==> src/rtl/parking_spot_allocator.sv <==
// Eight-spot parking lot controller: edge-detects gate requests, allocates the
// lowest free spot, releases spots on exit and holds a gate open for GateCycles.
module parking_spot_allocator #(
  parameter int unsigned GateCycles = 50000000,
  parameter int unsigned TimerWidth = 26
) (
  input  logic       Clk,
  input  logic       Reset,
  input  logic       EntryReq,
  input  logic       ExitReq,
  input  logic [2:0] ExitSpot,
  output logic [7:0] SpotsControl,
  output logic [3:0] FreeCount,
  output logic       Full,
  output logic       EntryGate,
  output logic       ExitGate,
  output logic [2:0] AssignedSpot,
  output logic       AssignValid,
  output logic       EntryDenied,
  output logic       ExitError
);

  typedef enum logic [1:0] {IDLE, ENTRY_GATE, EXIT_GATE} state_t;

  localparam logic [TimerWidth-1:0] TimerLoad = TimerWidth'(GateCycles - 1);

  state_t                state, state_next;
  logic                  entry_prev, exit_prev;
  logic                  entry_pend, exit_pend, entry_pend_next, exit_pend_next;
  logic [2:0]            exit_spot_q, exit_spot_next;
  logic [TimerWidth-1:0] timer, timer_next;
  logic [7:0]            spots_next;
  logic                  entry_gate_next, exit_gate_next;
  logic [2:0]            assigned_next;
  logic                  valid_next, denied_next, error_next;
  logic                  entry_srv, exit_srv;
  logic                  free_found;
  logic [2:0]            free_idx;

  assign Full      = &SpotsControl;
  assign FreeCount = 4'(8 - $countones(SpotsControl));

  always_comb begin
    free_found = 1'b0;
    free_idx   = '0;
    for (int unsigned i = 0; i < 8; i++) begin
      if (!free_found && !SpotsControl[i]) begin
        free_found = 1'b1;
        free_idx   = 3'(i);
      end
    end
  end

  always_comb begin
    state_next      = state;
    spots_next      = SpotsControl;
    entry_gate_next = EntryGate;
    exit_gate_next  = ExitGate;
    timer_next      = timer;
    assigned_next   = AssignedSpot;
    valid_next      = 1'b0;
    denied_next     = 1'b0;
    error_next      = 1'b0;
    entry_srv       = 1'b0;
    exit_srv        = 1'b0;

    case (state)
      IDLE: begin
        if (exit_pend) begin
          exit_srv = 1'b1;
          if (SpotsControl[exit_spot_q]) begin
            spots_next[exit_spot_q] = 1'b0;
            exit_gate_next          = 1'b1;
            timer_next              = TimerLoad;
            state_next              = EXIT_GATE;
          end else begin
            error_next = 1'b1;
          end
        end else if (entry_pend) begin
          entry_srv = 1'b1;
          if (Full) begin
            denied_next = 1'b1;
          end else begin
            spots_next[free_idx] = 1'b1;
            assigned_next        = free_idx;
            valid_next           = 1'b1;
            entry_gate_next      = 1'b1;
            timer_next           = TimerLoad;
            state_next           = ENTRY_GATE;
          end
        end
      end
      ENTRY_GATE, EXIT_GATE: begin
        if (timer == '0) begin
          entry_gate_next = 1'b0;
          exit_gate_next  = 1'b0;
          state_next      = IDLE;
        end else begin
          timer_next = timer - TimerWidth'(1);
        end
      end
      default: state_next = IDLE;
    endcase
  end

  // A new edge is dropped while its pending flag is already set.
  always_comb begin
    entry_pend_next = entry_pend ? ~entry_srv : (EntryReq & ~entry_prev);
    exit_pend_next  = exit_pend  ? ~exit_srv  : (ExitReq  & ~exit_prev);
    exit_spot_next  = (!exit_pend && ExitReq && !exit_prev) ? ExitSpot : exit_spot_q;
  end

  always_ff @(posedge Clk or posedge Reset) begin
    if (Reset) begin
      state        <= IDLE;
      SpotsControl <= '0;
      EntryGate    <= 1'b0;
      ExitGate     <= 1'b0;
      AssignedSpot <= '0;
      AssignValid  <= 1'b0;
      EntryDenied  <= 1'b0;
      ExitError    <= 1'b0;
      entry_prev   <= 1'b0;
      exit_prev    <= 1'b0;
      entry_pend   <= 1'b0;
      exit_pend    <= 1'b0;
      exit_spot_q  <= '0;
      timer        <= '0;
    end else begin
      state        <= state_next;
      SpotsControl <= spots_next;
      EntryGate    <= entry_gate_next;
      ExitGate     <= exit_gate_next;
      AssignedSpot <= assigned_next;
      AssignValid  <= valid_next;
      EntryDenied  <= denied_next;
      ExitError    <= error_next;
      entry_prev   <= EntryReq;
      exit_prev    <= ExitReq;
      entry_pend   <= entry_pend_next;
      exit_pend    <= exit_pend_next;
      exit_spot_q  <= exit_spot_next;
      timer        <= timer_next;
    end
  end

endmodule

==> config.mk <==
export PLATFORM = sky130hd
export DESIGN_NAME = parking_spot_allocator
export DESIGN_NICKNAME = d
export VERILOG_FILES = /design/src/rtl/parking_spot_allocator.sv
export SDC_FILE = /design/constraint.sdc
export NUM_CORES = 1
export LEC_CHECK = 0
export ABC_AREA = 1
export CAP_MARGIN = 30
export CORE_UTILIZATION = 29
export DETAILED_ROUTE_END_ITERATION = 16
export PLACE_DENSITY = 0.51
export SYNTH_ARGS = -nofsm -noshare
export SYNTH_HDL_FRONTEND = slang
export SYNTH_SLANG_ARGS = --single-unit
==> constraint.sdc <==
create_clock -name Clk -period 4.8 [get_ports Clk]
set_clock_uncertainty 0.15 [all_clocks]
set_input_delay 0.96 -clock Clk [delete_from_list [all_inputs] [get_ports Clk]]
set_output_delay 0.96 -clock Clk [all_outputs]
set_load 0.05 [all_outputs]
==> impl_metrics.ini <==
[critical_path]
crit_start_category = flip-flop
worst_ep_required_time_ns = 3.69
cp-end-kind = output port
timing.setup.critical_path_class = reg -> out
max_fo_critical_path = 7
arrival_ns = 3.51

[die]
die_height_um = 111.4
die_width_um = 111.4
die_area_mm2 = 0.01241
start_util_pct = 30.13
ioPinCount = 28
std_cell_rows = 39
core_region_area_mm2 = 0.01152

[sta]
max_slew_violation_count = 0
slew-limit-headroom_pct = 41.68
final-setup-viol-count = 0
tns_ns = 0
period_needed_ns = 4.616
hold_vio_cnt_final = 0
grt_setup_unrepaired = false
worst-slew-pin-transition_ns = 0.8748
post-route-worst-setup-slack_ns = 0.1838
max_freq_ghz = 0.2166
period_share_pct = 96.17

[route]
total_wirelength_um = 9052
via_count = 3214
vias_per_cell = 4.761
avgRoutedWirePerCell_um = 13.41
dr.pass1.iters = 4
final_antenna_net_count = 0
drc_violations = 0
drt_iter0_markers = 131

[clock_network]
total_clock_sinks = 51
tritoncts = yes
max-clock-path-buffers = 2
cts_hold_buffers = 0
clkLatencyLatePin_ns = 0.31
cts.clk_slew.worst_paths_ns = 0.07
cts_root_buffer = clkbuf_16
tritoncts.num_buffers = 5
cts-htree-levels = 2

[power]
ir_drop_v = 0.0004718
power_density_mw_per_mm2 = 709.1
p_leak_nw = 1.952

[placement]
place_ws_ns = 0.3741
placedInstanceArea_mm2 = 0.003852
hpwl_after_detailed_placement_um = 6640
gpl_congestion = 0.8443
buffer_ports.inserted = 27

[finish]
areaGrowthSynthToFinish_pct = 15.29
final-seq-area_mm2 = 0.001276
layout-drive-gt1-share_pct = 7.895
mostFrequentLayoutCells = nand2_1, nor2_1, dfrtp_1, inv_1, nand3_1
multi_input_combinational_cell_area_mm2 = 0.001912
layout_commonest_cell = nand2_1
insertedDiodeCount = 0
layout.cell_area.non_filler_mm2 = 0.004000
finish.net_count = 550
fill_cells = 1268

[yosys]
largest_area_contributor_in_the_netlist = dfrtp_1
synth.cell_area_mm2 = 0.003470
ys.warnings.count = 0
synthesis.nets = 526
synth.lib_cells_used.distinct = 34
synth.avg_cell_area_um2 = 6.843
yosys-top-cells-area = dfrtp_1, nand2_1, nor2_1, nand3_1, inv_1
synth-seq-cells = 51
postSynthCellCount = 507
synth.top_cell.area_share_pct = 36.78
seq_area_frac_synth_pct = 36.78

[global_route]
global_route.overflow_total = 0
grt_max_degree = 37
antenna_found_initial = 0
grt.total_usage_pct = 15.95
first_global_vias = 3244
grt_pass1_wl_um = 15750

[outcome]
run_status = finished clean

[flow_run]
max_cap_viol = 0

[min_path]
min-delay-path-class = reg -> reg
[final timing paths]
check	slack (ns)	depth (start not counted)	start	endpoint
setup / recovery	0.18	8	SpotsControl[7]$_DFFE_PP0P_	FreeCount[1]
hold / removal	0.32	2	ExitGate$_DFFE_PP0P_	ExitGate$_DFFE_PP0P_
setup reg to reg	2.31	6	state[0]$_DFFE_PP0P_	timer[24]$_DFFE_PP0P_
hold reg to reg	0.32	2	ExitGate$_DFFE_PP0P_	ExitGate$_DFFE_PP0P_
max in group asynchronous	2.73	3	Reset	state[1]$_DFFE_PP0P_
min in group asynchronous	1.00	2	Reset	AssignedSpot[1]$_DFFE_PP0P_
[state kept, by name (all words and copies together) (netlist names)]
register and flops:
AssignValid 1, AssignedSpot 3, EntryDenied 1, EntryGate 1
ExitError 1, ExitGate 1, SpotsControl 8, entry_pend 1
entry_prev 1, exit_pend 1, exit_prev 1, exit_spot_q 3
state 2, timer 26
[power breakdown]
group          switching, mW  total (mW)  leakage [nW]  internal [mW]
Sequential             0.170       0.746         0.624          0.576
Combinational           1.18        1.72          1.26          0.535
Clock                  0.179       0.371        0.0658          0.193
Total                   1.53        2.84          1.95           1.30
[kinds of logic (layout without fill, tap and decap cells)]
kind of cell | after synthesis | in the layout | synth area share [%]
buffers and inverters | 65 | 90 | 8.114
AO/OA/AOI/OAI | 38 | 38 | 6.347
flip-flops | 51 | 51 | 36.78
XOR/XNOR | 3 | 3 | 0.7574
adder cells (fa/ha/maj) | 12 | 12 | 5.193
AND/OR/NAND/NOR | 338 | 338 | 42.81
[repair_timing]
action | CTS | global route
buffers inserted | 0 | 0
resized for setup | 0 | 1
setup endpoints to repair | 0 | 1
[cell type report]
| type | instances | area share [%] |
|---|---|---|
| Clock buffer | 5 | 3.128 |
| Clock inverter | 3 | 0.5005 |
| Inverter | 54 | 5.192 |
| Multi-Input combinational cell | 391 | 47.79 |
| Sequential cell | 51 | 31.90 |
| Tap cell | 143 | 4.473 |
| Timing Repair Buffer | 28 | 7.007 |
[critical path, stage by stage (launching register included)]
cell and delay, ns:
dfrtp_1 0.47, inv_1 0.12, fa_1 0.54, ha_1 0.15, inv_1 0.05, fa_1 0.49
inv_1 0.05, fa_1 0.52, clkdlybuf4s50_1 0.79
[per-layer routing]
metal | vias to the layer above | global-route usage, % | share of wire [%]
met1 | 1501 | 20.95 | 49
met5 | - | 0 | 0
li1 | 1660 | - | -
met4 | 0 | 5.946 | 1.7
met2 | 43 | 26.38 | 47
met3 | 10 | 2.667 | 2.7
[through the flow]
step / power, mW / cells / utilization [%] / hold slack, ns
6_report: 2.837 / 675 / 34.73 / 0.3240
5_1_grt: 3.102 / 675 / 34.73 / 0.3671
4_1_cts: 2.879 / 675 / 34.71 / 0.3350
3_5_place_dp: 2.497 / 667 / 33.45 / 0.3143
3_3_place_gp: 2.468 / 667 / 33.45 / 0.3191
2_1_floorplan: 2.093 / 507 / - / 0.3134
[cells in the mapped netlist]
library cell and instances:
buf_2 2, nor3_2 1, or2_2 3, o21ai_0 17, nor2_4 1, nand3_1 40
nand2_1 186, nor3_1 2, xor2_1 3, inv_2 7, a31o_2 1, clkbuf_1 5
ha_1 8, a21oi_2 1, o31ai_1 1, a21oi_1 9, nand3_4 1, nand2_4 1
o21ai_1 2, nand4_4 1, nand4_1 20, nor2_2 8, clkinv_4 1, nand2_2 3
o21ai_2 3, inv_1 45, nand3b_1 7, o21bai_1 3, dfrtp_1 51, clkinv_1 1
a31oi_1 1, nor2_1 64, buf_6 4, fa_1 4
(Power assumes the default switching activity.)
==> RTL change 1, RTL diff (same flow settings) <==
Remove the register `ExitError`: a continuous assignment takes its place, so the output `ExitError` follows one clock earlier.
--- a/src/rtl/parking_spot_allocator.sv
+++ b/src/rtl/parking_spot_allocator.sv
@@ -121,3 +121,2 @@
       EntryDenied  <= 1'b0;
-      ExitError    <= 1'b0;
       entry_prev   <= 1'b0;
@@ -136,3 +135,2 @@
       EntryDenied  <= denied_next;
-      ExitError    <= error_next;
       entry_prev   <= EntryReq;
@@ -146,2 +144,4 @@
 
+  assign ExitError = error_next;
+
 endmodule
Function: changed (Yosys sat finds a counterexample within 4 cycles, from zero or initial values and one cycle with Reset high).
==> RTL change 1 against the unedited design <==
Cell area shrank 1.3%. Via count up 0.28%. Sequential share of layout area shrank 0.23 points. Setup slack gained 0.037 ns. Register-to-register slack about the same. Count of clock-buffer cells in the layout rose by 2. Synthesized area down 0.94%. Global-route usage is 0.94 points lower. Non-clock buffer count did not move. Maximum frequency grew 0.81%. Routed wire length shrank 1.5%. Sequential cell count shrank 1. Critical path type unchanged.
Power is left out: it rests on default switching activity, and per cell area and clock period it moved more than threefold.
==> RTL change 1: results <==
group,metric,value,unit
outcome,status,"finished, final reports clean",
sta,whs,0.334,ns
detailed_routing,drt_iter0_markers,154,
clocking,root_buffer,"clkbuf_16",
synthesis,synth_fp_nets,527,
synthesis,dominantRegCellSynth,"dfrtp_1",
grt,grt_max_degree,36,
clocking,cts_setup_buffers,0,
clocking,cts_buffers,5,
place,io_buffers,27,
grt,antenna_found_initial,0,
clocking,clock_path_buffers,2,
worst_setup_path,worst-path-max-fanout,6,
detailed_routing,wl,8920,um
worst_setup_path,rr_endpoint,"timer[8]$_DFFE_PP0P_",
grt,track_usage,0.150,
place,hpwl,6530,um
final_layout,drive_gt1_frac,0.0604,
worst_setup_path,reg2reg_slack,2.31,ns
place,place_ws,0.398,ns
clocking,cts.repair.resized,0,
sta,slew_headroom,0.402,
detailed_routing,vias,3223,
final_layout,n_antenna_cell,0,
synthesis,synth_area_leaders,"dfrtp_1 (36%), nand2_1 (21%), nor2_1 (7.4%)",
worst_setup_path,slowest_delay,0.79,ns
synthesis,ys_types,34,
place,place_area,3810,um^2
worst_setup_path,critical-path-top-delay-family,"adder cells",
synthesis,synthCells,508,
synthesis,synthTopCellsByCount,"nand2_1 (192), nor2_1 (68), dfrtp_1 (50)",
grt,grt_pass1_vias,2940,
final_layout,layoutNonFillerInstCount,673,
detailed_routing,drc,0,
synthesis,ys.warnings.count,0,
min_path,worstHoldStart,"ExitGate$_DFFE_PP0P_",
place,gp_congestion,0.830,
worst_setup_path,r2r-start,"state[1]$_DFFE_PP0P_",
grt,grt_pass1_wl,14800,um
synthesis,yosysSeqAreaShare,0.364,
synthesis,async_reset_ff_frac,1.00,
detailed_routing,first_pass_iters,4,
final_layout,final_nets,549,
==> RTL change 1: cell types whose count changed in the layout (fill, tap and decap cells not counted), sizes merged, moves of 3 or more <==
cell and delta:
inv -5, nand4 -3, nand2 +4, nand3b +4, nor2 +4
==> RTL change 1: worst max-delay path by stage <==
| stage | from | endpoint | slack [ns] |
|---|---|---|---|
| 3_3_place_gp | SpotsControl[5]$_DFFE_PP0P_ | FreeCount[2] | 0.44 |
| 5_1_grt | SpotsControl[7]$_DFFE_PP0P_ | FreeCount[1] | 0.12 |
| 3_5_place_dp | SpotsControl[7]$_DFFE_PP0P_ | FreeCount[2] | 0.40 |
| 6_report | SpotsControl[7]$_DFFE_PP0P_ | FreeCount[1] | 0.22 |
| 2_1_floorplan | SpotsControl[7]$_DFFE_PP0P_ | FreeCount[2] | 0.64 |
| 4_1_cts | SpotsControl[5]$_DFFE_PP0P_ | FreeCount[2] | 0.05 |
==> RTL change 1: logic make-up after synthesis <==
logic type,Yosys count,share of synthesized area
XOR/XNOR,3,0.00765
AO/OA/AOI/OAI,37,0.0601
adder cells (fa/ha/maj),12,0.0524
flip-flops,50,0.364
AND/OR/NAND/NOR,345,0.440
buffers and inverters,61,0.0761
==> RTL change 1: routing by layer <==
metal | vias to the layer above | wire (um) | global-route usage
li1 | 1662 | - | -
met1 | 1511 | 4220 | 0.198
met4 | 0 | 48 | 0.0427
met5 | - | 0 | 0
met3 | 5 | 351 | 0.0312
met2 | 45 | 4300 | 0.248
==> RTL change 1: layout make-up <==
cell class | instances | area [um^2]
fill | 1241 | 7520
sequential | 50 | 1250
multi-input combinational | 397 | 1920
inverter | 48 | 183
tap | 143 | 179
timing repair buffer | 28 | 280
clock buffer | 7 | 133
==> RTL change 2, RTL diff (same flow settings) <==
Made on the original files. Set the parameter `TimerWidth` to 18 (it was 26).
--- a/src/rtl/parking_spot_allocator.sv
+++ b/src/rtl/parking_spot_allocator.sv
@@ -4,3 +4,3 @@
   parameter int unsigned GateCycles = 50000000,
-  parameter int unsigned TimerWidth = 26
+  parameter int unsigned TimerWidth = 18
 ) (
Formal check against the unedited RTL: same outputs for any inputs over 10 cycles, from zero or initial values and one cycle with Reset high; that may be too few to reach the edited logic, so the function may still have changed.
==> RTL change 2 against the unedited design <==
Setup slack better by 0.036 ns. Via count decreased by 19%. Largest cell class unchanged. Cell area decreased by 17%. Synthesized area down 18%. Die area shrank 18%. Global-route usage is 0.65 points lower. Worst hold slack improved by 0.022 ns. Count of clock-buffer cells in the layout is the same. Sequential cell count down 8. Routed wire length decreased by 21%. Highest routed layer unchanged.
Power is not shown: default switching activity piles up to over one toggle a cycle in this logic, so the estimate is an artifact.
==> RTL change 2: results <==
group,metric,value,unit
grt,grt_pass1_vias,2506,
synthesis,dominantRegCellSynth,"dfrtp_1",
grt,track_usage,0.153,
place,hpwl,5200,um
final_layout,final_nets,443,
synthesis,yosysSeqAreaShare,0.378,
final_layout,top_regs,"timer x18, SpotsControl x8",
clocking,clock_latency,0.30,ns
outcome,status,"finished, final reports clean",
clocking,clk_pin_slew,0.09,ns
final_layout,n_antenna_cell,0,
synthesis,synth_area_leaders,"dfrtp_1 (38%), nand2_1 (18%), nand3_1 (5.8%)",
place,dp.cells,546,
synthesis,synthTopCellsByCount,"nand2_1 (134), dfrtp_1 (43), inv_1 (42)",
sta,tightest_slew,0.609,ns
grt,grt_max_degree,34,
synthesis,synthCells,399,
place,gp_congestion,0.849,
grt,grt_pass1_wl,12300,um
final_layout,drive_gt1_frac,0.0588,
detailed_routing,vias,2605,
detailed_routing,viasPerCell,4.70,
synthesis,synth_fp_nets,418,
detailed_routing,wl_per_cell,12.9,um
detailed_routing,drt_iter0_markers,100,
clocking,root_buffer,"clkbuf_8",
worst_setup_path,cp.arrival,3.47,ns
-- RTL change 2: cell count changes in the layout (fill, tap and decap cells not counted), moves of 8 or more --
| cell | delta |
|---|---|
| o21ai_0 | +13 |
| nand4_1 | -18 |
| nand2_1 | -52 |
| nor2_2 | -8 |
| dfrtp_1 | -8 |
| nor2_1 | -23 |
-- RTL change 2: kinds of logic (layout without fill, tap and decap cells) --
group,after synthesis,in the layout,share of synthesized area
XOR/XNOR,5,5,0.0154
buffers and inverters,53,79,0.0856
adder cells (fa/ha/maj),12,12,0.0632
flip-flops,43,43,0.378
AO/OA/AOI/OAI,48,48,0.0878
AND/OR/NAND/NOR,238,238,0.371
-- RTL change 2: through the flow --
step | area [um^2] | setup WS [ns]
global placement | 3200 | 0.411
finish | 3340 | 0.220
detailed placement | 3220 | 0.391
CTS | 3340 | 0.0354
global route | 3340 | 0.0584
floorplan | 2850 | 0.616
-- RTL change 2: worst paths after layout --
check | startpoint | slack (ns) | end | cells past startpoint
min in group asynchronous | Reset | 0.76 | timer[6]$_DFFE_PP0P_ | 2
hold reg to reg | AssignedSpot[0]$_DFFE_PP0P_ | 0.35 | AssignedSpot[0]$_DFFE_PP0P_ | 2
setup reg to reg | state[0]$_DFFE_PP0P_ | 2.50 | timer[16]$_DFFE_PP0P_ | 7
hold / removal | AssignedSpot[0]$_DFFE_PP0P_ | 0.35 | AssignedSpot[0]$_DFFE_PP0P_ | 2
setup / recovery | SpotsControl[1]$_DFFE_PP0P_ | 0.22 | FreeCount[1] | 8
max in group asynchronous | Reset | 3.26 | SpotsControl[5]$_DFFE_PP0P_ | 3
-- RTL change 2: layout make-up --
type | count | area [um^2]
Clock buffer | 5 | 68.8
Fill cell | 1023 | 6030
Clock inverter | 3 | 43.8
Tap cell | 129 | 161
Timing Repair Buffer | 29 | 300
Multi-Input combinational cell | 303 | 1530
Sequential cell | 43 | 1080
Inverter | 42 | 158
-- RTL change 2: tightest hold or removal path: stages (launching register included) --
cell and delay (ns):
dfrtp_1 0.36, nand2_1 0.05, nand2_1 0.06
-- RTL change 2: layer usage --
metal	routed length [um]	part of all wire	global-route usage	up-vias
met5	0	0	0	-
met4	110	0.015	0.0580	0
met3	270	0.038	0.0324	13
met2	3550	0.49	0.261	52
met1	3240	0.45	0.190	1217
li1	-	-	-	1323
